$ cat src/rtl/pc_seq_pkg.sv
// Package for the segmented-carry PC sequencer.
// Holds the request mode encoding and the default carry-segment width.
package pc_seq_pkg;

  typedef enum logic [1:0] {
    PC_INC1 = 2'b00,
    PC_INC2 = 2'b01,
    PC_LOAD = 2'b10,
    PC_HOLD = 2'b11
  } pc_mode_t;

  localparam int SEG_DEF = 4;

endpackage

$ cat src/rtl/pc_seg_inc.sv
// One carry segment of the PC sequencer: increments a SEG-bit slice and
// flags when the slice is all ones (the slice would propagate a carry).
// Ports:
//   i_seg  in  SEG  segment value
//   o_inc  out SEG  segment value + 1 (wraps within the segment)
//   o_ones out 1    segment is all ones
module pc_seg_inc
  import pc_seq_pkg::*;
#(
  parameter int SEG = SEG_DEF
) (
  input  logic [SEG-1:0] i_seg,
  output logic [SEG-1:0] o_inc,
  output logic           o_ones
);

  assign o_inc  = i_seg + SEG'(1);
  assign o_ones = &i_seg;

endmodule

$ cat src/rtl/pc_seq_pipe.sv
// Two-stage PC sequencer with segmented carry and valid/ready handshakes.
// S1 registers per-segment increments and all-ones flags; S2 resolves the
// carry chain across segments and selects INC1/INC2/LOAD/HOLD.
// Optional feature: define PC_SEQ_OVF_EN to add the out_ovf port, which
// flags an INC1/INC2 result that wrapped past all-ones.
// Ports:
//   clk        in   1      rising-edge clock
//   rst_n      in   1      asynchronous active-low reset
//   in_valid   in   1      request present
//   in_ready   out  1      request can be accepted this cycle
//   in_pc      in   WIDTH  current PC
//   in_mode    in   2      00 INC1, 01 INC2, 10 LOAD, 11 HOLD
//   in_target  in   WIDTH  branch target (LOAD only)
//   out_valid  out  1      result present
//   out_ready  in   1      downstream accepts result
//   out_pc     out  WIDTH  next PC
//   out_ovf    out  1      increment wrapped (PC_SEQ_OVF_EN only)
module pc_seq_pipe
  import pc_seq_pkg::*;
#(
  parameter int WIDTH        = 16,
  parameter int SEG          = SEG_DEF,
  parameter bit STEP2_EN_DEF = 1'b1
) (
  input  logic             clk,
  input  logic             rst_n,
  input  logic             in_valid,
  output logic             in_ready,
  input  logic [WIDTH-1:0] in_pc,
  input  logic [1:0]       in_mode,
  input  logic [WIDTH-1:0] in_target,
  output logic             out_valid,
  input  logic             out_ready,
  output logic [WIDTH-1:0] out_pc
`ifdef PC_SEQ_OVF_EN
  ,
  output logic             out_ovf
`endif
);

  localparam int NSEG = WIDTH / SEG;

  pc_mode_t         w_mode;
  logic [WIDTH-1:0] w_opnd;
  logic [WIDTH-1:0] w_inc;
  logic [NSEG-1:0]  w_ones;
  logic             w_adv2;
  logic             w_acc;

  logic             r_vld_p1;
  logic [WIDTH-1:0] r_inc_p1;
  logic [NSEG-1:0]  r_ones_p1;
  pc_mode_t         r_mode_p1;
  logic [WIDTH-1:0] r_tgt_p1;
  logic [WIDTH-1:0] r_pc_p1;

  logic [NSEG:0]    w_carry;
  logic [WIDTH-1:0] w_sum;
  logic [WIDTH-1:0] w_res;

  logic             r_vld_p2;
  logic [WIDTH-1:0] r_pc_p2;

  // Handshake: a stage advances when the stage after it is empty or draining.
  assign w_adv2   = !r_vld_p2 || out_ready;
  assign in_ready = !r_vld_p1 || !r_vld_p2 || out_ready;
  assign w_acc    = in_valid && in_ready;

  // ---- S1 input side: mode resolution and per-segment increment ----
  always_comb begin
    w_mode = pc_mode_t'(in_mode);
    if (w_mode == PC_INC2 && !STEP2_EN_DEF) w_mode = PC_INC1;
  end

  // INC2 forces bit 0 high so a +1 on the operand carries into bit 1;
  // the original bit 0 is restored when the result is formed in S2.
  assign w_opnd = (w_mode == PC_INC2) ? (in_pc | WIDTH'(1)) : in_pc;

  for (genvar k = 0; k < NSEG; k++) begin : g_seg
    pc_seg_inc #(.SEG(SEG)) u_seg (
      .i_seg  (w_opnd[k*SEG +: SEG]),
      .o_inc  (w_inc[k*SEG +: SEG]),
      .o_ones (w_ones[k])
    );
  end

  always_ff @(posedge clk) begin
    if (w_acc) begin
      r_inc_p1  <= w_inc;
      r_ones_p1 <= w_ones;
      r_mode_p1 <= w_mode;
      r_tgt_p1  <= in_target;
      r_pc_p1   <= in_pc;
    end
  end

  // ---- S2: carry resolution across segments and result select ----
  // Segments above bit 0 of the operand equal the original PC, so the
  // pass-through value can come straight from r_pc_p1.
  assign w_carry[0] = 1'b1;
  for (genvar k = 0; k < NSEG; k++) begin : g_sel
    assign w_carry[k+1]         = w_carry[k] & r_ones_p1[k];
    assign w_sum[k*SEG +: SEG]  = w_carry[k] ? r_inc_p1[k*SEG +: SEG]
                                             : r_pc_p1[k*SEG +: SEG];
  end

  always_comb begin
    w_res = r_pc_p1;
    case (r_mode_p1)
      PC_INC1: w_res = w_sum;
      PC_INC2: w_res = {w_sum[WIDTH-1:1], r_pc_p1[0]};
      PC_LOAD: w_res = r_tgt_p1;
      default: w_res = r_pc_p1;
    endcase
  end

`ifdef PC_SEQ_OVF_EN
  logic w_ovf;
  logic r_ovf_p2;
  assign w_ovf   = w_carry[NSEG] &&
                   (r_mode_p1 == PC_INC1 || r_mode_p1 == PC_INC2);
  assign out_ovf = r_ovf_p2;
`else
  logic w_unused_ovf;
  assign w_unused_ovf = w_carry[NSEG];
`endif

  // ---- S1/S2 control and output registers ----
  always_ff @(posedge clk or negedge rst_n) begin
    if (!rst_n) begin
      r_vld_p1 <= 1'b0;
      r_vld_p2 <= 1'b0;
      r_pc_p2  <= '0;
`ifdef PC_SEQ_OVF_EN
      r_ovf_p2 <= 1'b0;
`endif
    end else begin
      if (in_ready) r_vld_p1 <= in_valid;
      if (w_adv2) begin
        r_vld_p2 <= r_vld_p1;
        if (r_vld_p1) begin
          r_pc_p2  <= w_res;
`ifdef PC_SEQ_OVF_EN
          r_ovf_p2 <= w_ovf;
`endif
        end
      end
    end
  end

  assign out_valid = r_vld_p2;
  assign out_pc    = r_pc_p2;

endmodule
$ cat config.mk
export PLATFORM = sky130hd
export DESIGN_NAME = pc_seq_pipe
export DESIGN_NICKNAME = d
export VERILOG_FILES = /design/src/rtl/pc_seq_pkg.sv /design/src/rtl/pc_seg_inc.sv /design/src/rtl/pc_seq_pipe.sv
export SDC_FILE = /design/constraint.sdc
export NUM_CORES = 1
export LEC_CHECK = 0
export CORE_MARGIN = 2
export CORE_UTILIZATION = 50
export CTS_BUF_LIST = sky130_fd_sc_hd__clkbuf_16
export DETAILED_ROUTE_END_ITERATION = 10
export DONT_BUFFER_PORTS = 1
export GPL_TIMING_DRIVEN = 0
export SLEW_MARGIN = 20
export SYNTH_ARGS = -nofsm -noshare
export SYNTH_HDL_FRONTEND = slang
export SYNTH_SLANG_ARGS = --single-unit
$ cat constraint.sdc
create_clock -name clk -period 6.7 [get_ports clk]
set_input_delay 1.34 -clock clk [delete_from_list [all_inputs] [get_ports clk]]
set_output_delay 1.34 -clock clk [all_outputs]
set_load 0.01 [all_outputs]
## Word level (Yosys, flattened, before mapping)

Index checks and enable logic that the tools add are counted.

- Register bits: 71
- Bits in latches: 0
- RAM bits: 0
- Bits in read-only memories: 0
- Output and inout bits: 18
- Word-level logic and storage cells: 33
- Memories: 0

- Add/sub/neg operators: 4
- Multiply operators: 0
- Divide/modulo/power cells: 0
- Magnitude comparators: 0
- Eq/ne operators: 3
- Shift-type cells: 0
- Muxes and demuxes: 5
- Bitwise logic cells: 2
- Reduce and logical (&&, ||, !) cells: 11

Operators by type and width:

| operator | count |
|---|---|
| case mux 16 bit (3 select lines) | 1 |
| adder 4 x 1 -> 4 bit (second input constant) | 4 |
| two-way mux 4 bit | 3 |
| AND reduction 4 bit | 3 |
| equality test 2 x 1 -> 1 bit (second input constant) | 2 |
| logical OR 1 bit | 3 |
| bitwise AND 1 bit | 2 |
| equality test 2 bit (second input constant) | 1 |
| logical NOT 1 bit | 2 |
| logical NOT 2 bit | 1 |
| AND reduction 2 bit | 1 |
| logical AND 1 bit | 1 |
| two-way mux 1 bit | 1 |

## Longest topological paths before layout

- Depth in word-level cells: 4
- Depth in mapped cells: 5
- Gate-level depth less buffers: 4

## Cells and area by module

A second synthesis with hierarchy kept.

- Cells, all modules: 188
- Area total of the unflattened synthesis: 3037.9 µm²

Modules (own cells, without submodules):

| module | times used | cells an instance | area an instance (µm²) | sequential area each (µm²) |
|---|---|---|---|---|
| pc_seq_pipe | 1 | 164 | 2852.7 | 2042.0 |
| pc_seg_inc | 4 | 6 | 46.3 | 0.0 |

## Worst setup path after synthesis

Ideal clock, no wire load.

- Path kind: input to register
- Start: input out_ready
- End: register r_inc_p1[0] (enable)
- Setup time: 416 ps
- Data arrival time: 2976 ps
- Required time: 6284 ps
- Setup slack: 3308 ps
- Stages: 4
- Buffers on the path: 1
- Cells stage by stage: nor2b_4 > clkbuf_2 > nand2_1 > and2_1

- Word-level cells in the longest chain between the ends: 2

RTL lines:

| item | RTL line | source |
|---|---|---|
| start, declared | pc_seq_pipe.sv:33 | `input logic out_ready,` |
| logical OR 1 bit | pc_seq_pipe.sv:66 | `assign in_ready = !r_vld_p1 \|\| !r_vld_p2 \|\| out_ready;` |
| net in_ready | pc_seq_pipe.sv:28 | `output logic in_ready,` |
| logical AND 1 bit | pc_seq_pipe.sv:67 | `assign w_acc = in_valid && in_ready;` |
| net w_acc | pc_seq_pipe.sv:48 | `logic w_acc;` |
| end signal, assigned | pc_seq_pipe.sv:89 | `r_inc_p1 <= w_inc;` |
| end, declared | pc_seq_pipe.sv:51 | `logic [WIDTH-1:0] r_inc_p1;` |

The timed path passes the listed nets, and every way through them passes these cells.
A chain may end at the register's enable or synchronous reset.

## Worst setup path in the final report

- Start: input out_ready
- End: output in_ready

- Word-level cells in the longest chain between the ends: 1

RTL lines:

| item | RTL line |
|---|---|
| logical OR 1 bit | pc_seq_pipe.sv:66 |
| end, declared | pc_seq_pipe.sv:28 |

Every way passes these cells.

==> results.yml <==
timing:
  rsz0062_at_grt: "false"
  finalCriticalPeriod_ps: 3230
  clock.fmax_ghz: 0.310
  period_share: 0.481
  worst_pin_slew_ps: 715
  setup-tns-final_ps: 0
  slew_headroom: 0.523
  fin_ws_ps: 3470
  hold_viol: 0
  finalMaxSlewViolations: 0
  final-setup-viol-count: 0
  clock_skew_ps: 4.25
pwr:
  pwr-share-clk: 0.434
  power_mw: 1.15
  p_sw_frac: 0.223
  power_frac_seq: 0.486
  max-vdd-ir-drop_v: 0.000191
  p_per_area_nw_per_um2: 334
  power.internal_mw: 0.893
  switchingPower_mw: 0.256
  p_leak_nw: 1.40
  pwr-share-comb: 0.080
route:
  wl_per_cell_um: 20.1
  postRouteAntennaNets: 0
  wl_um: 5600
  drt-initial-drc-count: 118
  viasPerCell: 5.83
  dr.pass1.iters: 4
  dr_total_vias: 1626
  route.detailed.drc: 0
placed_design:
  placedCellCount: 263
  dp_hpwl_um: 3780
  place.gp.congestion: 0.730
  port_buffers: 0
  dpl_worst_slack_ps: 3490
grt:
  use_met1: 0.224
  grtUsageTotal: 0.183
  busiest_layer: "met2"
  use_met3: 0.0758
  antenna_found_initial: 0
  grt_pass1_wl_um: 8670
  grt_pass1_vias: 1682
  grt_overflow: 0
  grt_use_met2: 0.288
  grt_max_degree: 54
logic_synthesis:
  async_reset_ff_frac: 0.254
  ys_ff_latch: 71
  synth_cells: 188
  synthesis.nets: 230
  synth_edf_count: 53
  ys_top_cells_by_area: "edfxtp_1 52%, dfrtp_1 15%, mux2i_1 7.9%"
  mappedNetlistArea_um2: 3030
  yosys.area_share.adder: 0.0165
  synth_top_family_by_area: "multiplexers"
  synth_seq_area_share: 0.674
  synthSimpleGateAreaFrac: 0.0495
  ys.flop_type: "edfxtp_1"
  synth_xor_area_frac: 0.0231
  synth_compound_area_frac: 0.0871
  synth_cell_types: 35
  synth_top_area_frac: 0.525
  synth-warning-count: 0
  postSynthAreaPerCell_um2: 16.1
  yosys.area.top_type: "edfxtp_1"
  synth_mux_area_frac: 0.111
worst_setup_path:
  end_kind: "primary output"
  crit_chain: "nor2b_4, clkbuf_2, nand2_1"
  cp_top_family: "simple AND/OR/NAND/NOR gates"
  crit_buf_inv: 1
  cp.required_ps: 5360
  cpPeakStageDelay_ps: 260
  critPathKind: "input port to primary output"
  critPathMaxFanout: 10
  crit_path_start_kind: "input port"
  slowest_stage: "clkbuf_2"
  crit_arrival_ps: 1890
cts:
  numCtsBuffers: 9
  cts-root-buf: "clkbuf_16"
  cts_tree: "yes"
  clk_pin_slew_ps: 50
  clockBufferDepth: 2
  cts_setup_buffers: 0
  insertion_delay_ps: 330
  cts_hold_buf: 0
  cts_resized: 0
  cts.sinks: 71
  htree_levels: 3
run:
  max_cap_viol_count: 0
outcome:
  status: "complete, no violations"
final_layout:
  final_common_cell: "edfxtp_1"
  area_growth_syn_to_layout_pct: 13.5
  nets: 241
  final_cells: 279
  diodes: 0
  final_cell_mix: "53 x edfxtp_1, 24 x mux2i_1, 18 x dfrtp_1, 9 x clkbuf_16, 8 x a211o_1"
  drive_above_1_share: 0.201
floorplan:
  fp.dieArea_um2: 6700
  coreArea_um2: 5890
  initial_core_util: 0.515
  rows: 28
  pin_count: 56
  die_y_um: 81.9
  dieWidth_um: 81.9
hold_path:
  hp-class: "register to register"
-- metal layers --
metal / vias up / wire length [um]
met5: - / 0
met4: 0 / 52
met3: 5 / 527
met2: 75 / 2760
met1: 805 / 2260
li1: 741 / -
-- cells by family after synthesis --
group           Yosys count
buf+inv                  16
xor+xnor                  8
compound gates           33
flops                    71
simple gates             24
fa+ha+maj                 4
mux                      32
-- cells in the mapped netlist (2+ instances only) --
| cell | number |
|---|---|
| edfxtp_1 | 53 |
| mux2i_1 | 24 |
| dfrtp_1 | 18 |
| a211o_1 | 8 |
| a21oi_1 | 7 |
| and3_1 | 6 |
| inv_1 | 6 |
| mux2_2 | 6 |
| a41o_1 | 4 |
| buf_6 | 4 |
| ha_1 | 4 |
| nand3_1 | 4 |
| nor2_1 | 4 |
| o2bb2ai_1 | 4 |
| xnor2_1 | 4 |
| xor2_1 | 4 |
| a211oi_1 | 3 |
| a22o_1 | 3 |
| buf_2 | 2 |
| buf_4 | 2 |
| mux2_4 | 2 |
| nand2_1 | 2 |
| or2_2 | 2 |
-- through the flow --
step | area [um^2] | util | hold WS [ps]
2_1_floorplan | 3030 | - | 522
3_3_place_gp | 3130 | 0.531 | 546
3_5_place_dp | 3130 | 0.531 | 559
4_1_cts | 3440 | 0.585 | 575
5_1_grt | 3440 | 0.585 | 589
6_report | 3440 | 0.585 | 567
-- registers in the layout (all words and copies together) (netlist names) --
signal     count
out_pc        16
out_valid      1
r_inc_p1      16
r_mode_p1      2
r_ones_p1      3
r_pc_p1       16
r_tgt_p1      16
r_vld_p1       1
-- worst register-to-register path: stages, from the launching register on --
cell and delay [ps]:
dfrtp_1 410, nor2b_4 140, clkbuf_2 200, nand2_1 210, and2_4 610
-- power by group through the flow --
| stage | Combinational (mW) | Clock [mW] | Sequential [mW] |
|---|---|---|---|
| final | 0.0918 | 0.499 | 0.558 |
| after floorplan | 0.0753 | 0 | 0.559 |
| after global placement | 0.0878 | 0 | 0.567 |
| after CTS | 0.0928 | 0.507 | 0.559 |
| after detailed placement | 0.0926 | 0 | 0.568 |
| after global routing | 0.0999 | 0.525 | 0.564 |
-- area by class of cell --
cell class	instances	area (um^2)
Buffer	10	95.1
Clock buffer	9	225
Clock inverter	7	88.8
Fill cell	458	2440
Inverter	6	22.5
Multi-Input combinational cell	101	875
Sequential cell	71	2040
Tap cell	75	93.8
-- final timing paths --
path,startpoint,end,slack [ps],cells past startpoint
worst max-delay path,out_ready,in_ready,3470,3
worst min-delay path,out_pc[15],out_pc[15],570,1
worst min register to register,out_pc[15],out_pc[15],570,1
worst max register to register,out_valid,r_tgt_p1[10],4680,4
min in group asynchronous,rst_n,out_valid,700,0
max in group asynchronous,rst_n,out_pc[11],5920,0
Note: power is estimated with default switching activity, not from simulation.
